--- config.mk ---
export PLATFORM = sky130hd
export DESIGN_NAME = adc_input_parallel
export DESIGN_NICKNAME = d
export VERILOG_FILES = /design/src/rtl/adc_input_parallel_pkg.sv /design/src/rtl/adc_sample_fifo.sv /design/src/rtl/adc_input_parallel.sv
export SDC_FILE = /design/constraint.sdc
export NUM_CORES = 1
export LEC_CHECK = 0
export ABC_AREA = 1
export CELL_PAD_IN_SITES_DETAIL_PLACEMENT = 0
export CELL_PAD_IN_SITES_GLOBAL_PLACEMENT = 1
export CORE_AREA = 3 3 98 100
export DETAILED_ROUTE_END_ITERATION = 10
export DIE_AREA = 0 0 101 103
export PLACE_DENSITY = 0.71
export SETUP_SLACK_MARGIN = 0.4
export SLEW_MARGIN = 20
export SYNTH_ARGS = -nofsm -noshare
export SYNTH_HDL_FRONTEND = slang
export SYNTH_SLANG_ARGS = --single-unit
export TNS_END_PERCENT = 100
--- constraint.sdc ---
create_clock -name aclk -period 4.42 [get_ports aclk]
set_input_delay 0.884 -clock aclk [delete_from_list [all_inputs] [get_ports aclk]]
set_output_delay 0.884 -clock aclk [all_outputs]
set_load 0.01 [all_outputs]
--- src/rtl/adc_input_parallel_pkg.sv ---
// Shared constants for the parallel ADC capture path: alignment encodings,
// channel tags and sample FIFO depth.
package adc_input_parallel_pkg;

    localparam logic [23:0] FILL_LSB   = "LSB";
    localparam logic [23:0] FILL_MSB   = "MSB";
    localparam logic        TID_I      = 1'b0;
    localparam logic        TID_Q      = 1'b1;
    localparam int          FIFO_DEPTH = 4;

    // The ADC select line is high for I, the stream tag is low for I.
    function automatic logic sel_to_tid(input logic sel);
        if (sel) begin
            return TID_I;
        end else begin
            return TID_Q;
        end
    endfunction

endpackage

--- src/rtl/adc_sample_fifo.sv ---
// Small synchronous FIFO holding tagged ADC samples; a push into a full FIFO
// is accepted only when a pop frees the head slot in the same cycle.
module adc_sample_fifo
    import adc_input_parallel_pkg::*;
#(
    parameter int W     = 11,
    parameter int DEPTH = FIFO_DEPTH
) (
    input  logic         clk,
    input  logic         rst_n,
    input  logic         push,
    input  logic [W-1:0] wdata,
    input  logic         pop,
    output logic [W-1:0] rd_data,
    output logic         empty,
    output logic         full
);

    localparam int PW = $clog2(DEPTH);
    localparam int CW = $clog2(DEPTH + 1);

    logic [W-1:0]  mem_q [DEPTH];
    logic [W-1:0]  mem_d [DEPTH];
    logic [PW-1:0] wr_ptr_q, wr_ptr_d;
    logic [PW-1:0] rd_ptr_q, rd_ptr_d;
    logic [CW-1:0] cnt_q, cnt_d;
    logic          push_ok_s;
    logic          pop_ok_s;

    assign empty   = (cnt_q == {CW{1'b0}});
    assign full    = (cnt_q == CW'(DEPTH));
    assign rd_data = mem_q[rd_ptr_q];

    // Next-state for storage, pointers and occupancy.
    always_comb begin
        mem_d     = mem_q;
        wr_ptr_d  = wr_ptr_q;
        rd_ptr_d  = rd_ptr_q;
        pop_ok_s  = pop & ~empty;
        push_ok_s = push & (~full | pop_ok_s);
        if (push_ok_s) begin
            mem_d[wr_ptr_q] = wdata;
            wr_ptr_d        = wr_ptr_q + PW'(1);
        end else begin
            wr_ptr_d = wr_ptr_q;
        end
        if (pop_ok_s) begin
            rd_ptr_d = rd_ptr_q + PW'(1);
        end else begin
            rd_ptr_d = rd_ptr_q;
        end
        case ({push_ok_s, pop_ok_s})
            2'b10:   cnt_d = cnt_q + CW'(1);
            2'b01:   cnt_d = cnt_q - CW'(1);
            default: cnt_d = cnt_q;
        endcase
    end

    // FIFO state registers.
    always_ff @(posedge clk or negedge rst_n) begin
        if (!rst_n) begin
            for (int i = 0; i < DEPTH; i++) begin
                mem_q[i] <= {W{1'b0}};
            end
            wr_ptr_q <= {PW{1'b0}};
            rd_ptr_q <= {PW{1'b0}};
            cnt_q    <= {CW{1'b0}};
        end else begin
            mem_q    <= mem_d;
            wr_ptr_q <= wr_ptr_d;
            rd_ptr_q <= rd_ptr_d;
            cnt_q    <= cnt_d;
        end
    end

endmodule

--- src/rtl/adc_input_parallel.sv ---
// Parallel ADC capture front end: samples the ADC bus each enabled cycle,
// tags I/Q, buffers through a small FIFO and presents an AXI-Stream master.
module adc_input_parallel
    import adc_input_parallel_pkg::*;
#(
    parameter int          DW_ADC = 10,
    parameter int          DW_BUS = 16,
    parameter logic [23:0] FILL   = "LSB",
    parameter int          ADC_IQ = 1
) (
    input  logic                  aclk,
    input  logic                  aresetn,
    input  logic                  adc_clk_in,
    input  logic                  ce,
    output logic                  adc_clk,
    output logic                  adc_channel_sel,
    input  logic [DW_ADC-1:0]     adc_data,
    output logic [DW_BUS-1:0]     tdata_m_out,
    output logic [DW_BUS/8-1:0]   tstrb_m_out,
    output logic                  tid_m_out,
    output logic                  tvalid_m_out,
    input  logic                  tready_m_in
);

    localparam logic IQ_EN = (ADC_IQ != 0);

    logic              chan_sel_q, chan_sel_d;
    logic [DW_ADC-1:0] smp_q, smp_d;
    logic              smp_tid_q, smp_tid_d;
    logic              smp_vld_q, smp_vld_d;

    logic [DW_ADC:0]   head_s;
    logic              fifo_empty_s;
    logic              fifo_full_s;
    logic              pop_s;
    logic [DW_BUS-1:0] data_ext_s;
    logic [DW_BUS-1:0] data_aligned_s;

    assign adc_clk         = adc_clk_in & ce;
    assign adc_channel_sel = chan_sel_q;

    // Capture stage: the tag reflects the select line driven during the
    // conversion that produced this sample, i.e. before this edge's toggle.
    always_comb begin
        smp_vld_d = ce;
        if (ce) begin
            smp_d      = adc_data;
            smp_tid_d  = sel_to_tid(chan_sel_q);
            chan_sel_d = IQ_EN ? ~chan_sel_q : chan_sel_q;
        end else begin
            smp_d      = smp_q;
            smp_tid_d  = smp_tid_q;
            chan_sel_d = chan_sel_q;
        end
    end

    // Capture stage and channel select registers.
    always_ff @(posedge aclk or negedge aresetn) begin
        if (!aresetn) begin
            chan_sel_q <= 1'b1;
            smp_q      <= {DW_ADC{1'b0}};
            smp_tid_q  <= 1'b0;
            smp_vld_q  <= 1'b0;
        end else begin
            chan_sel_q <= chan_sel_d;
            smp_q      <= smp_d;
            smp_tid_q  <= smp_tid_d;
            smp_vld_q  <= smp_vld_d;
        end
    end

    assign pop_s = tvalid_m_out & tready_m_in;

    adc_sample_fifo #(
        .W     (DW_ADC + 1),
        .DEPTH (FIFO_DEPTH)
    ) u_fifo (
        .clk     (aclk),
        .rst_n   (aresetn),
        .push    (smp_vld_q),
        .wdata   ({smp_tid_q, smp_q}),
        .pop     (pop_s),
        .rd_data (head_s),
        .empty   (fifo_empty_s),
        .full    (fifo_full_s)
    );

    // Stream outputs are forced to zero whenever no sample is offered.
    always_comb begin
        data_ext_s   = DW_BUS'(head_s[DW_ADC-1:0]);
        tvalid_m_out = ~fifo_empty_s;
        if (FILL == FILL_MSB) begin
            data_aligned_s = data_ext_s << (DW_BUS - DW_ADC);
        end else begin
            data_aligned_s = data_ext_s;
        end
        if (tvalid_m_out) begin
            tdata_m_out = data_aligned_s;
            tstrb_m_out = {(DW_BUS/8){1'b1}};
            tid_m_out   = head_s[DW_ADC];
        end else begin
            tdata_m_out = {DW_BUS{1'b0}};
            tstrb_m_out = {(DW_BUS/8){1'b0}};
            tid_m_out   = 1'b0;
        end
    end

endmodule

# ---- Word-level counts from Yosys, hierarchy flattened
# Index checks and enable logic that the tools add are counted.
dict set report classes {
  magnitude_cmp 3
  n_reduce_logical 3
  eq_ne 3
  bitwise_logic 10
  muxes 11
  add_sub_neg 4
}
# op n
set ops {}
lappend ops {{$bwmux W44} 1}
lappend ops {{$mux W11} 3}
lappend ops {{$bmux W11 S2} 1}
lappend ops {{$demux W11 S2} 1}
lappend ops {{$mux W10} 1}
lappend ops {{$ge A3 B3 Y1 const B} 2}
lappend ops {{$not A2 Y3} 2}
lappend ops {{$pmux W3 S2} 1}
lappend ops {{$add A2 B1 Y2 const B} 2}
lappend ops {{$and A1 B1 Y1} 4}
lappend ops {{$add A3 B1 Y3 const B} 1}
lappend ops {{$eq A3 B3 Y1 const B} 1}
lappend ops {{$logic_not A3 Y1} 1}
lappend ops {{$lt A3 B1 Y1 const B} 1}
lappend ops {{$not A1 Y1} 3}
lappend ops {{$sub A3 B1 Y3 const B} 1}
lappend ops {{$eq A2 B1 Y1 const B} 1}
lappend ops {{$eq A2 B2 Y1 const B} 1}
lappend ops {{$mux W1} 2}
lappend ops {{$mux W2} 1}
lappend ops {{$reduce_bool A2 Y1} 1}
lappend ops {{$logic_and A1 B1 Y1} 1}
lappend ops {{$or A1 B1 Y1} 1}
dict set report word_totals {
  out_inout_bits 22
  in_bits 15
  register_bits 64
  wordCells 45
}

# ---- Longest topological paths before layout
# Gate-level depths: netlist (run 1).
dict set report depth {
  depth_word 8
  mapped_depth 12
  mapped_depth_nobuf 11
}

# ---- By module
# A second synthesis (run 1) with hierarchy kept.
dict set report unflattened {
  cells_unflattened 396
  hier_area_um2 3208.1
}
# mod seq_area_each_um2 instances area_each_um2 cells_per_inst
set by_module_without_submodules {}
lappend by_module_without_submodules {adc_sample_fifo 1276.2 1 2553.7 307}
lappend by_module_without_submodules {adc_input_parallel 326.6 1 654.4 89}

# ---- Worst setup path before layout (run 1)
# No wires, ideal clock.
dict set report synth_timing {
  path_type {input to register}
  start {in tready_m_in}
  end {reg u_fifo.cnt_q[2]}
  setup_slack_ns 2.120
  setup_time_ns 0.123
  n_path_buf 1
  stages 10
  t_required_ns 4.297
  arrival_ns 2.177
  path_cell_list {nor2_1 > nand2_2 > buf_6 > nand2_1 > ha_1 > inv_1 > fa_1 > nand2_1 > nand3_1 > xor2_1}
}
dict set report synth_between {
  elab_chain_cells 6
  elab_cells_between_ends 8
  classes_between {2 x eq/ne; 1 x mux; 4 x bitwise; 1 x reduce/logical}
}
# item line
set synth_rtl {}
lappend synth_rtl {{from (decl)} adc_input_parallel.sv:22} ;# input logic tready_m_in
lappend synth_rtl {{$and A1 B1 Y1 (*)} adc_input_parallel.sv:72} ;# assign pop_s = tvalid_m_out & tready_m_in;
lappend synth_rtl {{$and A1 B1 Y1 (*)} adc_sample_fifo.sv:39} ;# pop_ok_s = pop & ~empty;
lappend synth_rtl {{$or A1 B1 Y1} adc_sample_fifo.sv:40} ;# push_ok_s = push & (~full | pop_ok_s);
lappend synth_rtl {{$and A1 B1 Y1} adc_sample_fifo.sv:40}
lappend synth_rtl {{$eq A2 B1 Y1 / $eq A2 B2 Y1 (equally long branches)} adc_sample_fifo.sv:52} ;# case ({push_ok_s, pop_ok_s})
lappend synth_rtl {{$pmux W3 S2 / $reduce_bool A2 Y1 (equally long branches)} -}
lappend synth_rtl {{to (signal assigned)} adc_sample_fifo.sv:67} ;# cnt_q <= {CW{1'b0}};
lappend synth_rtl {{to (signal assigned)} adc_sample_fifo.sv:72} ;# cnt_q <= cnt_d;
lappend synth_rtl {{to (decl)} adc_sample_fifo.sv:26} ;# logic [CW-1:0] cnt_q, cnt_d;
# Mark *: on every way between the ends. The rest lies on a longest branch, timed or not.
# A chain may end at the register's enable or synchronous reset.

# ---- Final worst setup path (run 1)
dict set report layout_timing {
  start {reg u_fifo.rd_ptr_q[0]}
  end {out tdata_m_out[3]}
}
dict set report layout_between {
  elab_chain_cells 5
}
# item line
set layout_rtl {}
lappend layout_rtl {{from (decl)} adc_sample_fifo.sv:25} ;# logic [PW-1:0] rd_ptr_q, rd_ptr_d;
lappend layout_rtl {{from (signal assigned)} adc_sample_fifo.sv:66} ;# rd_ptr_q <= {PW{1'b0}};
lappend layout_rtl {{from (signal assigned)} adc_sample_fifo.sv:71} ;# rd_ptr_q <= rd_ptr_d;
lappend layout_rtl {{$not A2 Y3 (implied by the code)} adc_sample_fifo.sv:32} ;# assign rd_data = mem_q[rd_ptr_q];
lappend layout_rtl {{$bmux W11 S2} adc_sample_fifo.sv:32}
lappend layout_rtl {{$mux W11 (implied by the code) (2 in a row)} adc_sample_fifo.sv:32}
lappend layout_rtl {{$mux W10} adc_input_parallel.sv:97} ;# if (tvalid_m_out) begin
lappend layout_rtl {{to (decl)} adc_input_parallel.sv:18} ;# output logic [DW_BUS-1:0] tdata_m_out,
# No other way between the ends. The select of a mux whose other input is x is not followed.

==> reports/metrics.json, run 1 <==
{
  "avgViaCountPerCell": 4.88,
  "detail_route.first_pass.iterations": 4,
  "powerDensity_nw_per_um2": 716,
  "tritoncts.num_buffers": 9,
  "r2r.worst_path.cells": 9,
  "worst_r2r_endpoint": "u_fifo.cnt_q[2]$_DFFE_PN0P_",
  "drcViolationCount": 0,
  "peak_ir_drop_on_the_vdd_network_mv": 0.281,
  "totalNegativeSetupSlack_ns": 0,
  "layout.filler_cells": 891,
  "achievable-frequency_mhz": 314,
  "synth-compound-area-share_pct": 1.97,
  "hold-path-cell-count": 2,
  "clk_root_buffer_cell": "sky130_fd_sc_hd__clkbuf_8",
  "critical_path_peak_fanout": 16,
  "final-seq-area_um2": 1600,
  "synth_cell_type_count": 23,
  "layout-area-overhead-vs-synth_pct": 13.7,
  "syn_area_per_cell_um2": 8.21,
  "final_max_slew_viol_count": 0,
  "overflow": 0,
  "insertion_delay_ns": 0.34,
  "leakage_nw": 1.94,
  "grt_pass1_wl_um": 13700,
  "gp_congestion": 0.738,
  "hold_start": "u_fifo.mem_q[42]$_DFFE_PN0P_",
  "synth_adder_area_share_pct": 2.50,
  "yosys.area.top_type_share_pct": 47.8,
  "post_synth_mux_area_share_pct": 3.72,
  "synth_simple_gate_area_share_pct": 30.5,
  "synth.largest_area_cell": "sky130_fd_sc_hd__dfrtp_1",
  "finalHoldWorstSlack_ns": 0.470,
  "core-area_um2": 8760,
  "io_pins": 37,
  "relSlewSlack_pct": 45.3,
  "holdCritPathClass": "reg -> reg",
  "timing.critical_path.from_type": "flop",
  "ctsResizeCount": 0,
  "status": "finished clean",
  "mostFrequentLayoutCell": "sky130_fd_sc_hd__nand2_1",
  "cts.sinks": 64,
  "netlist_instances": 402,
  "std_cell_rows": 34,
  "route.antenna.remaining_nets": 0,
  "crit_top_cell": "sky130_fd_sc_hd__nand2_1",
  "grt_util_all_layers_pct": 17.2,
  "yosysSeqAreaShare_pct": 48.6,
  "synth_top_area_cells": "sky130_fd_sc_hd__dfrtp_1 48%, sky130_fd_sc_hd__nand2_1 19%, sky130_fd_sc_hd__nand4_1 8.3%",
  "grt_pass1_vias": 2587,
  "dp.final_hpwl_um": 5120,
  "grt_max_degree": 37,
  "dr.first_iter.drc_count": 216,
  "timing_hold_violations_final": 0,
  "timing.reg2reg.setup_slack_ns": 2.22,
  "clk_pin_slew_ns": 0.07,
  "setup_repair_after_global_routing_missed_its_margin": "false",
  "wl_per_cell_um": 15.1,
  "synth_top_family_by_area": "simple AND/OR/NAND/NOR gates",
  "cts.hold.buffers_added": 0,
  "critical-path-max-stage-delay_ns": 0.59,
  "yosysWarningCount": 0,
  "total_power_mw": 2.69,
  "layout.cells.most_common_list": "166 x sky130_fd_sc_hd__nand2_1, 63 x sky130_fd_sc_hd__dfrtp_1, 44 x sky130_fd_sc_hd__nand4_1",
  "floorplan.initialDensity_pct": 37.6,
  "required_ns": 3.54,
  "clock_tree.buffer_depth": 2,
  "die_w_um": 101,
  "critical_path.cell_chain": "inv_1 -> buf_4 -> nand2_1 -> nand2_1 -> nand2_1 -> a21oi_1 -> clkdlybuf4s50_1",
  "htree_num_levels": 3,
  "timing.hold.worst_endpoint": "u_fifo.mem_q[42]$_DFFE_PN0P_",
  "wl_um": 8070,
  "r2r-start": "u_fifo.cnt_q[1]$_DFFE_PN0P_",
  "final.period_utilization_pct": 72.0,
  "maxCapViolCount": 0,
  "antenna_violations_before_repair": 0,
  "fin_worst_skew_ns": 0.0121,
  "multiInputGateArea_um2": 1340,
  "die_area_um2": 10400,
  "flip_flop_and_latch_count_after_synthesis": 64,
  "clock_tree_from_tritoncts": "done",
  "route.vias.total": 2599,
  "tightestPinTransition_ns": 0.820,
  "timing.setup.critical_path_class": "reg -> out",
  "die_y_um": 103,
  "post-route-min-period_ns": 3.18,
  "setup_viol_count_final": 0,
  "port_buffers": 30,
  "syn-cell-area_um2": 3300,
  "antenna_cells": 0,
  "post-cts-setup-buffer-count": 0,
  "drive_above_1_share_pct": 8.00,
  "critPathCaptureType": "output pin",
  "cell_type_of_the_slowest_stage_on_the_worst_timing_path": "sky130_fd_sc_hd__clkdlybuf4s50_1",
  "synth_xor_area_share_pct": 1.33,
  "data_arrival_at_the_endpoint_of_the_critical_path_ns": 2.30,
  "design.final.nets": 441
}
[cells by family after synthesis]
group	count (synthesis)
DFF	64
AOI/OAI and AO/OA	13
and+or+nand+nor	231
buffers and inverters	71
muxes	11
xor gates and xnor gates	5
adders and majority gates	6
other	1
[cell usage after synthesis]
cell                       count
sky130_fd_sc_hd__nand2_1     166
sky130_fd_sc_hd__dfrtp_1      63
sky130_fd_sc_hd__nand4_1      44
sky130_fd_sc_hd__inv_1        36
sky130_fd_sc_hd__nand3_1      18
sky130_fd_sc_hd__buf_4        13
sky130_fd_sc_hd__a21oi_1      11
sky130_fd_sc_hd__buf_2        11
sky130_fd_sc_hd__mux2_2       10
sky130_fd_sc_hd__buf_6         6
sky130_fd_sc_hd__ha_1          5
sky130_fd_sc_hd__clkbuf_1      3
sky130_fd_sc_hd__xor2_1        3
sky130_fd_sc_hd__buf_1         2
sky130_fd_sc_hd__o21ai_0       2
sky130_fd_sc_hd__xnor2_1       2
sky130_fd_sc_hd__conb_1        1
sky130_fd_sc_hd__dfstp_2       1
sky130_fd_sc_hd__fa_1          1
sky130_fd_sc_hd__mux2i_1       1
sky130_fd_sc_hd__nand2_2       1
sky130_fd_sc_hd__nor2_1        1
sky130_fd_sc_hd__nor2_2        1
[report_power, final]
part / switching (mW) / internal [mW] / leakage (nW)
combinational: 0.730 / 0.506 / 1.06
sequential: 0.143 / 0.825 / 0.787
clock: 0.218 / 0.266 / 0.0970
total: 1.09 / 1.60 / 1.94
[metal layers]
metal / wire length [um] / vias to the layer above / GRT usage [%]
li1: - / 1310 / -
met3: 412 / 8 / 2.64
met5: 0 / - / 0
met1: 3660 / 1220 / 23.1
met2: 3900 / 61 / 28.4
met4: 100 / 0 / 6.44
[cell type report]
| type | instances | share of cell area, % |
|---|---|---|
| Multi-Input combinational cell | 272 | 35.7 |
| Clock buffer | 16 | 5.07 |
| Inverter | 36 | 3.60 |
| Sequential cell | 64 | 42.7 |
| Timing Repair Buffer | 37 | 9.27 |
| Tap cell | 108 | 3.60 |
[state kept, by name, summed over array words and instances, names as in the netlist]
signal           flops
adc_channel_sel      1
smp_q               10
smp_tid_q            1
smp_vld_q            1
u_fifo.cnt_q         3
u_fifo.mem_q        44
u_fifo.rd_ptr_q      2
u_fifo.wr_ptr_q      2
[worst max path at each step]
stage	start	slack (ns)	to
final	u_fifo.rd_ptr_q[0]$_DFFE_PN0P_	1.24	tdata_m_out[3]
after global routing	u_fifo.rd_ptr_q[0]$_DFFE_PN0P_	1.12	tdata_m_out[3]
after CTS	u_fifo.rd_ptr_q[0]$_DFFE_PN0P_	1.21	tdata_m_out[3]
after detailed placement	ce	1.30	adc_clk
after global placement	tready_m_in	1.34	u_fifo.cnt_q[2]$_DFFE_PN0P_
after floorplan	tready_m_in	2.12	u_fifo.cnt_q[2]$_DFFE_PN0P_
[worst max-delay path: cells and delay by family, from the launching register on]
kind            cells  cell delay (ns)
buf+inv             3             1.17
compound gates      1             0.21
flops               1             0.39
simple gates        3             0.19
[stage by stage]
| step | utilization (%) | instances | setup WS (ns) | instance area, um2 |
|---|---|---|---|---|
| 2_1_floorplan | - | 407 | 2.12 | 3320 |
| 3_3_place_gp | 40.6 | 517 | 1.34 | 3560 |
| 3_5_place_dp | 40.6 | 517 | 1.30 | 3560 |
| 4_1_cts | 42.8 | 533 | 1.21 | 3750 |
| 5_1_grt | 42.8 | 533 | 1.12 | 3750 |
| 6_report | 42.8 | 533 | 1.24 | 3750 |
(Power assumes the default switching activity.)
==> inputs of run 2 (changes only) <==
- clock period: 4.42 -> 3 ns (I/O delays scaled with it)
==> run 2 against run 1 <==
  * Largest power group unchanged
  * First-iteration DRC count decreased by 44%
  * Via count increased by 0.38%
  * Critical endpoint is now tdata_m_out[2]
  * Total power is 55% higher
  * Wire length down 4.4%
  * Largest cell class unchanged
  * Highest routed layer unchanged
==> reports/metrics.json, run 2 (synthesized netlist as in run 1, its figures left out) <==
{
  "grt_pass1_wl": {"value": 13000, "unit": "um", "change": "was 13700 um"},
  "die_y": {"value": 103, "unit": "um", "change": "unchanged"},
  "timing.setup.critical_path_class": {"value": "reg -> out", "change": "unchanged"},
  "largest-register": {"value": "u_fifo.mem_q", "change": "unchanged"},
  "maxCapViolCount": {"value": 0, "change": "unchanged"},
  "detail_route.first_pass.iterations": {"value": 4, "change": "unchanged"},
  "critical_path.n_buffers_inverters": {"value": 3, "change": "unchanged"},
  "std_cell_rows": {"value": 34, "change": "unchanged"},
  "timing_hold_violations_final": {"value": 0, "change": "unchanged"},
  "overflow": {"value": 0, "change": "unchanged"},
  "r2r-start": {"value": "u_fifo.cnt_q[1]$_DFFE_PN0P_", "change": "unchanged"},
  "fin_worst_skew": {"value": 0.00818, "unit": "ns", "change": "was 0.0121 ns"},
  "peak_ir_drop_on_the_vdd_network": {"value": 0.340, "unit": "mV", "change": "was 0.281 mV"},
  "floorplan.initialDensity": {"value": 37.6, "unit": "%", "change": "unchanged"},
  "totalNegativeSetupSlack": {"value": 0, "unit": "ns", "change": "unchanged"},
  "dp.final_hpwl": {"value": 5230, "unit": "um", "change": "was 5120 um"},
  "drive_above_1_share": {"value": 10.5, "unit": "%", "change": "was 8.00%"},
  "detailedPlace.worstSlack": {"value": 0.588, "unit": "ns", "change": "was 1.30 ns"},
  "required": {"value": 2.40, "unit": "ns", "change": "was 3.54 ns"},
  "status": {"value": "finished clean", "change": "unchanged"},
  "grt_pass1_vias": {"value": 2549, "change": "was 2587"},
  "antenna_cells": {"value": 0, "change": "unchanged"},
  "powerDensity": {"value": 1070, "unit": "nW/um2", "change": "was 716 nW/um2"},
  "drcViolationCount": {"value": 0, "change": "unchanged"},
  "fin_ws": {"value": 0.518, "unit": "ns", "change": "was 1.24 ns"},
  "avgViaCountPerCell": {"value": 4.87, "change": "was 4.88"},
  "tritoncts.num_buffers": {"value": 9, "change": "unchanged"},
  "achievable-frequency_mhz": 403,
  "crit_top_cell": {"value": "sky130_fd_sc_hd__nand2_1", "change": "unchanged"},
  "post-cts-setup-buffer-count": {"value": 0, "change": "unchanged"},
  "finalHoldWorstSlack": {"value": 0.268, "unit": "ns", "change": "was 0.470 ns"},
  "wl": {"value": 7720, "unit": "um", "change": "was 8070 um"},
  "grt_util_all_layers": {"value": 16.2, "unit": "%", "change": "was 17.2%"},
  "layout-area-overhead-vs-synth": {"value": 18.1, "unit": "%", "change": "was 13.7%"},
  "setup_repair_after_global_routing_missed_its_margin": {"value": "false", "change": "unchanged"},
  "port_buffers": {"value": 30, "change": "unchanged"},
  "insertion_delay": {"value": 0.34, "unit": "ns", "change": "about the same"},
  "holdCritPathClass": {"value": "in -> async", "change": "was reg -> reg"},
  "largest_reg_flops": {"value": 44, "change": "unchanged"},
  "crit_start": {"value": "u_fifo.rd_ptr_q[0]$_DFFE_PN0P_", "change": "unchanged"},
  "htree_num_levels": {"value": 3, "change": "unchanged"},
  "route.vias.total": {"value": 2609, "change": "was 2599"},
  "relSlewSlack": {"value": 59.4, "unit": "%", "change": "was 45.3%"},
  "clk_root_buffer_cell": {"value": "sky130_fd_sc_hd__clkbuf_8", "change": "unchanged"},
  "critical_path.cell_chain": {"value": "inv_4 -> buf_12 -> nand2_1 -> nand2_1 -> nand2_1 -> a21oi_1 -> clkdlybuf4s50_1", "change": "was inv_1 -> buf_4 -> nand2_1 -> nand2_1 -> nand2_1 -> a21oi_1 -> clkdlybuf4s50_1"},
  "design.final.nets": {"value": 445, "change": "was 441"},
  "cts.sinks": {"value": 64, "change": "unchanged"},
  "leakage": {"value": 2.09, "unit": "nW", "change": "was 1.94 nW"},
  "timing.critical_path.from_type": {"value": "flop", "change": "unchanged"},
  "layout.cells.most_common_list": {"value": "165 x sky130_fd_sc_hd__nand2_1, 62 x sky130_fd_sc_hd__dfrtp_1, 44 x sky130_fd_sc_hd__nand4_1", "change": "was 166 x sky130_fd_sc_hd__nand2_1, 63 x sky130_fd_sc_hd__dfrtp_1, 44 x sky130_fd_sc_hd__nand4_1"},
  "clock_tree_from_tritoncts": {"value": "done", "change": "unchanged"},
  "post-route-min-period_ns": 2.48,
  "cell_type_of_the_slowest_stage_on_the_worst_timing_path": {"value": "sky130_fd_sc_hd__clkdlybuf4s50_1", "change": "unchanged"},
  "io_pins": {"value": 37, "change": "unchanged"},
  "setup_viol_count_final": {"value": 0, "change": "unchanged"},
  "grt_max_degree": {"value": 51, "change": "was 37"},
  "antenna_violations_before_repair": {"value": 0, "change": "unchanged"},
  "route.antenna.remaining_nets": {"value": 0, "change": "unchanged"},
  "wl_per_cell": {"value": 14.4, "unit": "um", "change": "was 15.1 um"},
  "tightestPinTransition": {"value": 0.609, "unit": "ns", "change": "was 0.820 ns"},
  "cts.hold.buffers_added": {"value": 0, "change": "unchanged"},
  "die_w": {"value": 101, "unit": "um", "change": "unchanged"},
  "mostFrequentLayoutCell": {"value": "sky130_fd_sc_hd__nand2_1", "change": "unchanged"},
  "clk_pin_slew": {"value": 0.07, "unit": "ns", "change": "about the same"},
  "critPathCaptureType": {"value": "output pin", "change": "unchanged"},
  "critical-path-max-stage-delay": {"value": 0.55, "unit": "ns", "change": "was 0.59 ns"},
  "biggestRegsByFlops": {"value": "u_fifo.mem_q (44), smp_q (10), u_fifo.cnt_q (3)", "change": "unchanged"},
  "die_area": {"value": 10400, "unit": "um2", "change": "unchanged"},
  "final_max_slew_viol_count": {"value": 0, "change": "unchanged"},
  "worst_path_dominant_cell_family": {"value": "buffers and inverters", "change": "unchanged"},
  "dr.first_iter.drc_count": {"value": 121, "change": "was 216"},
  "critical_path_peak_fanout": {"value": 17, "change": "was 16"},
  "final.period_utilization_pct": 82.7,
  "core-area": {"value": 8760, "unit": "um2", "change": "unchanged"},
  "gp_congestion": {"value": 0.761, "change": "was 0.738"},
  "data_arrival_at_the_endpoint_of_the_critical_path": {"value": 1.88, "unit": "ns", "change": "was 2.30 ns"},
  "total_power": {"value": 4.16, "unit": "mW", "change": "was 2.69 mW"},
  "clock_tree.buffer_depth": {"value": 2, "change": "unchanged"}
}
-- run 2: layer usage --
layer / part of all wire (%) / track usage, %
met4: 0.91 / 6.13
met1: 49 / 22.5
met5: 0 / 0
met2: 46 / 25.7
met3: 3.6 / 2.44
-- run 2: where the power goes --
part | switching [mW] | internal, mW | total [mW]
registers | 0.231 | 1.22 | 1.45
clock network | 0.324 | 0.555 | 0.878
logic | 1.05 | 0.778 | 1.83
-- run 2: path summary, 6_finish.rpt --
kind | to | slack [ns] | cells after the start
min | u_fifo.mem_q[9]$_DFFE_PN0P_ | 0.27 | 1
max | tdata_m_out[2] | 0.52 | 7
max in group asynchronous | adc_channel_sel$_DFFE_PN1P_ | 1.98 | 2
max reg2reg | u_fifo.cnt_q[1]$_DFFE_PN0P_ | 1.04 | 8
min reg2reg | u_fifo.mem_q[25]$_DFFE_PN0P_ | 0.47 | 2
min in group aclk | u_fifo.mem_q[25]$_DFFE_PN0P_ | 0.47 | 2
-- run 2: per-stage QoR --
stage | utilization [%] | std cells | cell area [um2]
3_5_place_dp | 41.0 | 520 | 3600
6_report | 44.4 | 536 | 3890
2_1_floorplan | - | 407 | 3320
4_1_cts | 44.1 | 536 | 3860
5_1_grt | 44.4 | 536 | 3890
3_3_place_gp | 41.0 | 520 | 3600
-- run 2: repair_timing --
item,CTS,global route
cloned,1,0
setup endpoints to repair,11,10
gates resized for setup,8,11
endpoints found under the hold margin,0,0
-- run 2: area by class of cell --
cell class                      instances  area [um2]
Timing Repair Buffer                   40         415
Inverter                               36         145
Clock buffer                           13         179
Sequential cell                        64        1600
Multi-Input combinational cell        272        1350
Clock inverter                          2        60.1
Timing Repair inverter                  1        7.51
Fill cell                             883        4870
Tap cell                              108         135
==> inputs of run 3 (changes only) <==
- PLACE_DENSITY: 0.71 -> 0.74
- clock period: 3 -> 2.1 ns (I/O delays scaled with it)
==> run 3 against run 2 <==
  * Combinational power grew 77%
  * First-iteration DRC count increased by 70%
  * Clock power increased by 34%
  * Worst hold slack worse by 0.25 ns
  * Total power is 56% higher
  * Register-to-register slack got worse by 0.82 ns
  * Cell area grew 7.8%
  * Largest cell class unchanged
  * Largest power group unchanged
==> reports/metrics.json, run 3 (synthesized netlist as in run 1, its figures left out) <==
{
  "overflow": {"value": 0, "change": "unchanged"},
  "floorplan.initialDensity": {"value": 37.6, "unit": "%", "change": "unchanged"},
  "status": {"value": "finished clean", "change": "unchanged"},
  "die_y": {"value": 103, "unit": "um", "change": "unchanged"},
  "detailedPlace.worstSlack": {"value": 0.0125, "unit": "ns", "change": "was 0.588 ns"},
  "required": {"value": 1.68, "unit": "ns", "change": "was 2.40 ns"},
  "tritoncts.num_buffers": {"value": 9, "change": "unchanged"},
  "die_area": {"value": 10400, "unit": "um2", "change": "unchanged"},
  "port_buffers": {"value": 30, "change": "unchanged"},
  "grt_pass1_wl": {"value": 14400, "unit": "um", "change": "was 13000 um"},
  "instances_no_fill": {"value": 562, "change": "was 536"},
  "clock_tree_from_tritoncts": {"value": "done", "change": "unchanged"},
  "route.vias.total": {"value": 2785, "change": "was 2609"},
  "antenna_violations_before_repair": {"value": 0, "change": "unchanged"},
  "grt_util_all_layers": {"value": 17.9, "unit": "%", "change": "was 16.2%"},
  "critPathCaptureType": {"value": "output pin", "change": "unchanged"},
  "largest_reg_flops": {"value": 44, "change": "unchanged"},
  "die_w": {"value": 101, "unit": "um", "change": "unchanged"},
  "maxCapViolCount": {"value": 0, "change": "unchanged"},
  "final_max_slew_viol_count": {"value": 0, "change": "unchanged"},
  "power.share.sequential": {"value": 31.9, "unit": "%", "change": "was 34.8%"},
  "io_pins": {"value": 37, "change": "unchanged"},
  "clock_power_share": {"value": 18.3, "unit": "%", "change": "was 21.1%"},
  "clk_pin_slew": {"value": 0.08, "unit": "ns", "change": "was 0.07 ns"},
  "layout.filler_cells": {"value": 861, "change": "was 883"},
  "design.final.nets": {"value": 470, "change": "was 445"},
  "timing_hold_violations_final": {"value": 0, "change": "unchanged"},
  "clk_root_buffer_cell": {"value": "sky130_fd_sc_hd__clkbuf_8", "change": "unchanged"},
  "largest-register": {"value": "u_fifo.mem_q", "change": "unchanged"},
  "core-area": {"value": 8760, "unit": "um2", "change": "unchanged"},
  "timing.setup.critical_path_class": {"value": "reg -> out", "change": "unchanged"},
  "mostFrequentLayoutCell": {"value": "sky130_fd_sc_hd__nand2_1", "change": "unchanged"},
  "leakage": {"value": 2.18, "unit": "nW", "change": "was 2.09 nW"},
  "relSlewSlack": {"value": 65.1, "unit": "%", "change": "was 59.4%"},
  "grt_pass1_vias": {"value": 2833, "change": "was 2549"},
  "dp_cells": {"value": 533, "change": "was 520"},
  "finalHoldWorstSlack": {"value": 0.0191, "unit": "ns", "change": "was 0.268 ns"},
  "wl_per_cell": {"value": 15.3, "unit": "um", "change": "was 14.4 um"},
  "route.antenna.remaining_nets": {"value": 0, "change": "unchanged"},
  "setup_repair_after_global_routing_missed_its_margin": {"value": "true", "change": "was false"},
  "fin_ws": {"value": 0.201, "unit": "ns", "change": "was 0.518 ns"},
  "detail_route.first_pass.iterations": {"value": 5, "change": "was 4"},
  "std_cell_rows": {"value": 34, "change": "unchanged"},
  "layout-area-overhead-vs-synth": {"value": 27.2, "unit": "%", "change": "was 18.1%"},
  "wl": {"value": 8590, "unit": "um", "change": "was 7720 um"},
  "layout.cells.most_common_list": {"value": "157 x sky130_fd_sc_hd__nand2_1, 62 x sky130_fd_sc_hd__dfrtp_1, 44 x sky130_fd_sc_hd__nand4_1", "change": "was 165 x sky130_fd_sc_hd__nand2_1, 62 x sky130_fd_sc_hd__dfrtp_1, 44 x sky130_fd_sc_hd__nand4_1"},
  "antenna_cells": {"value": 0, "change": "unchanged"},
  "critical_path_peak_fanout": {"value": 5, "change": "was 17"},
  "holdCritPathClass": {"value": "in -> async", "change": "unchanged"},
  "setup_viol_count_final": {"value": 0, "change": "unchanged"},
  "swShare": {"value": 40.2, "unit": "%", "change": "was 38.7%"},
  "tightestPinTransition": {"value": 0.524, "unit": "ns", "change": "was 0.609 ns"},
  "cts.sinks": {"value": 64, "change": "unchanged"},
  "timing.critical_path.from_type": {"value": "flop", "change": "unchanged"},
  "peak_ir_drop_on_the_vdd_network": {"value": 0.612, "unit": "mV", "change": "was 0.340 mV"},
  "post-route-min-period_ns": 1.90,
  "insertion_delay": {"value": 0.34, "unit": "ns", "change": "about the same"},
  "data_arrival_at_the_endpoint_of_the_critical_path": {"value": 1.48, "unit": "ns", "change": "was 1.88 ns"},
  "dp.final_hpwl": {"value": 5350, "unit": "um", "change": "was 5230 um"},
  "htree_num_levels": {"value": 3, "change": "unchanged"},
  "grt_max_degree": {"value": 51, "change": "unchanged"},
  "fin_util": {"value": 47.9, "unit": "%", "change": "was 44.4%"},
  "fin_worst_skew": {"value": 0.0101, "unit": "ns", "change": "was 0.00818 ns"},
  "totalNegativeSetupSlack": {"value": 0, "unit": "ns", "change": "unchanged"},
  "power.combinational.fraction": {"value": 49.8, "unit": "%", "change": "was 44.0%"},
  "drive_above_1_share": {"value": 25.1, "unit": "%", "change": "was 10.5%"},
  "powerDensity": {"value": 1540, "unit": "nW/um2", "change": "was 1070 nW/um2"},
  "p_switching": {"value": 2.61, "unit": "mW", "change": "was 1.61 mW"},
  "gp_congestion": {"value": 0.756, "change": "was 0.761"},
  "final.period_utilization_pct": 90.4,
  "cell_internal_power": {"value": 3.88, "unit": "mW", "change": "was 2.55 mW"},
  "avgViaCountPerCell": {"value": 4.96, "change": "was 4.87"},
  "drcViolationCount": {"value": 0, "change": "unchanged"},
  "biggestRegsByFlops": {"value": "u_fifo.mem_q (44), smp_q (10), u_fifo.cnt_q (3)", "change": "unchanged"},
  "clock_tree.buffer_depth": {"value": 2, "change": "unchanged"},
  "achievable-frequency_mhz": 527,
  "dr.first_iter.drc_count": {"value": 206, "change": "was 121"}
}
## run 3: changes by cell type in the layout (fill, tap and decap cells not counted), moves of 6 or more
cell,delta
sky130_fd_sc_hd__a21oi_2,+10
sky130_fd_sc_hd__a21oi_1,-10
sky130_fd_sc_hd__nand2_2,+6
sky130_fd_sc_hd__nand3_1,-6
sky130_fd_sc_hd__clkdlybuf4s50_1,-8
sky130_fd_sc_hd__buf_6,+8
sky130_fd_sc_hd__nand3_2,+6
sky130_fd_sc_hd__buf_2,+11
sky130_fd_sc_hd__buf_4,+16
sky130_fd_sc_hd__dlymetal6s2s_1,-8
sky130_fd_sc_hd__nand2_1,-8
## run 3: worst paths after layout
kind	start	to	slack, ns	cells past startpoint
worst max-delay path	u_fifo.cnt_q[0]$_DFFE_PN0P_	tdata_m_out[1]	0.20	7
worst min-delay path	aresetn	smp_q[7]$_DFFE_PN0P_	0.02	1
worst max register to register	u_fifo.cnt_q[0]$_DFFE_PN0P_	u_fifo.cnt_q[2]$_DFFE_PN0P_	0.22	12
worst min register to register	u_fifo.mem_q[13]$_DFFE_PN0P_	u_fifo.mem_q[13]$_DFFE_PN0P_	0.47	2
max in group asynchronous	aresetn	u_fifo.mem_q[28]$_DFFE_PN0P_	1.36	3
min in group aclk	u_fifo.mem_q[13]$_DFFE_PN0P_	u_fifo.mem_q[13]$_DFFE_PN0P_	0.47	2
## run 3: routing by layer
| metal | part of all wire (%) | wire length [um] | vias to the layer above | global-route usage [%] |
|---|---|---|---|---|
| li1 | - | - | 1371 | - |
| met2 | 49 | 4230 | 80 | 30.1 |
| met4 | 1.7 | 147 | 0 | 6.34 |
| met3 | 5.6 | 477 | 12 | 2.98 |
| met5 | 0 | 0 | - | 0 |
| met1 | 43 | 3730 | 1322 | 23.4 |
## run 3: what timing repair did
action | in CTS | in global routing
setup endpoints to repair | 18 | 61
hold buffers | 0 | 0
endpoints found under the hold margin | 0 | 0
resized for setup | 67 | 39
gates cloned | 2 | 1
pin swaps | 9 | 9
setup buffers | 7 | 3
## run 3: critical path: stages, from the launching register on
cell	delay, ns
sky130_fd_sc_hd__dfrtp_1	0.42
sky130_fd_sc_hd__nor2_2	0.13
sky130_fd_sc_hd__buf_4	0.13
sky130_fd_sc_hd__nand2_4	0.05
sky130_fd_sc_hd__inv_4	0.08
sky130_fd_sc_hd__clkbuf_16	0.15
sky130_fd_sc_hd__a21oi_2	0.04
sky130_fd_sc_hd__buf_2	0.13
## run 3: power groups by stage
stage                     logic [mW]  registers, mW  clock network, mW
after floorplan                 1.82           1.99                  0
after global placement          2.83           2.06                  0
after detailed placement        2.88           2.07                  0
after CTS                       2.96           2.05               1.21
after global routing            3.63           2.13               1.26
final                           3.23           2.07               1.18
## run 3: stage by stage
stage          instance area, um2  power (mW)
6_report                     4200        6.48
5_1_grt                      4200        7.02
4_1_cts                      4060        6.22
3_5_place_dp                 3760        4.95
3_3_place_gp                 3760        4.89
2_1_floorplan                3350        3.81
## run 3: cell type report
type / count / area, um2 / area share, %
clock buffers: 11 / 141 / 3.37
clock inverters: 5 / 80.1 / 1.91
inverters: 36 / 143 / 3.40
multi-input cells: 272 / 1470 / 35.0
flip-flops and latches: 64 / 1600 / 38.2
well taps: 108 / 135 / 3.22
repair buffers: 66 / 627 / 14.9
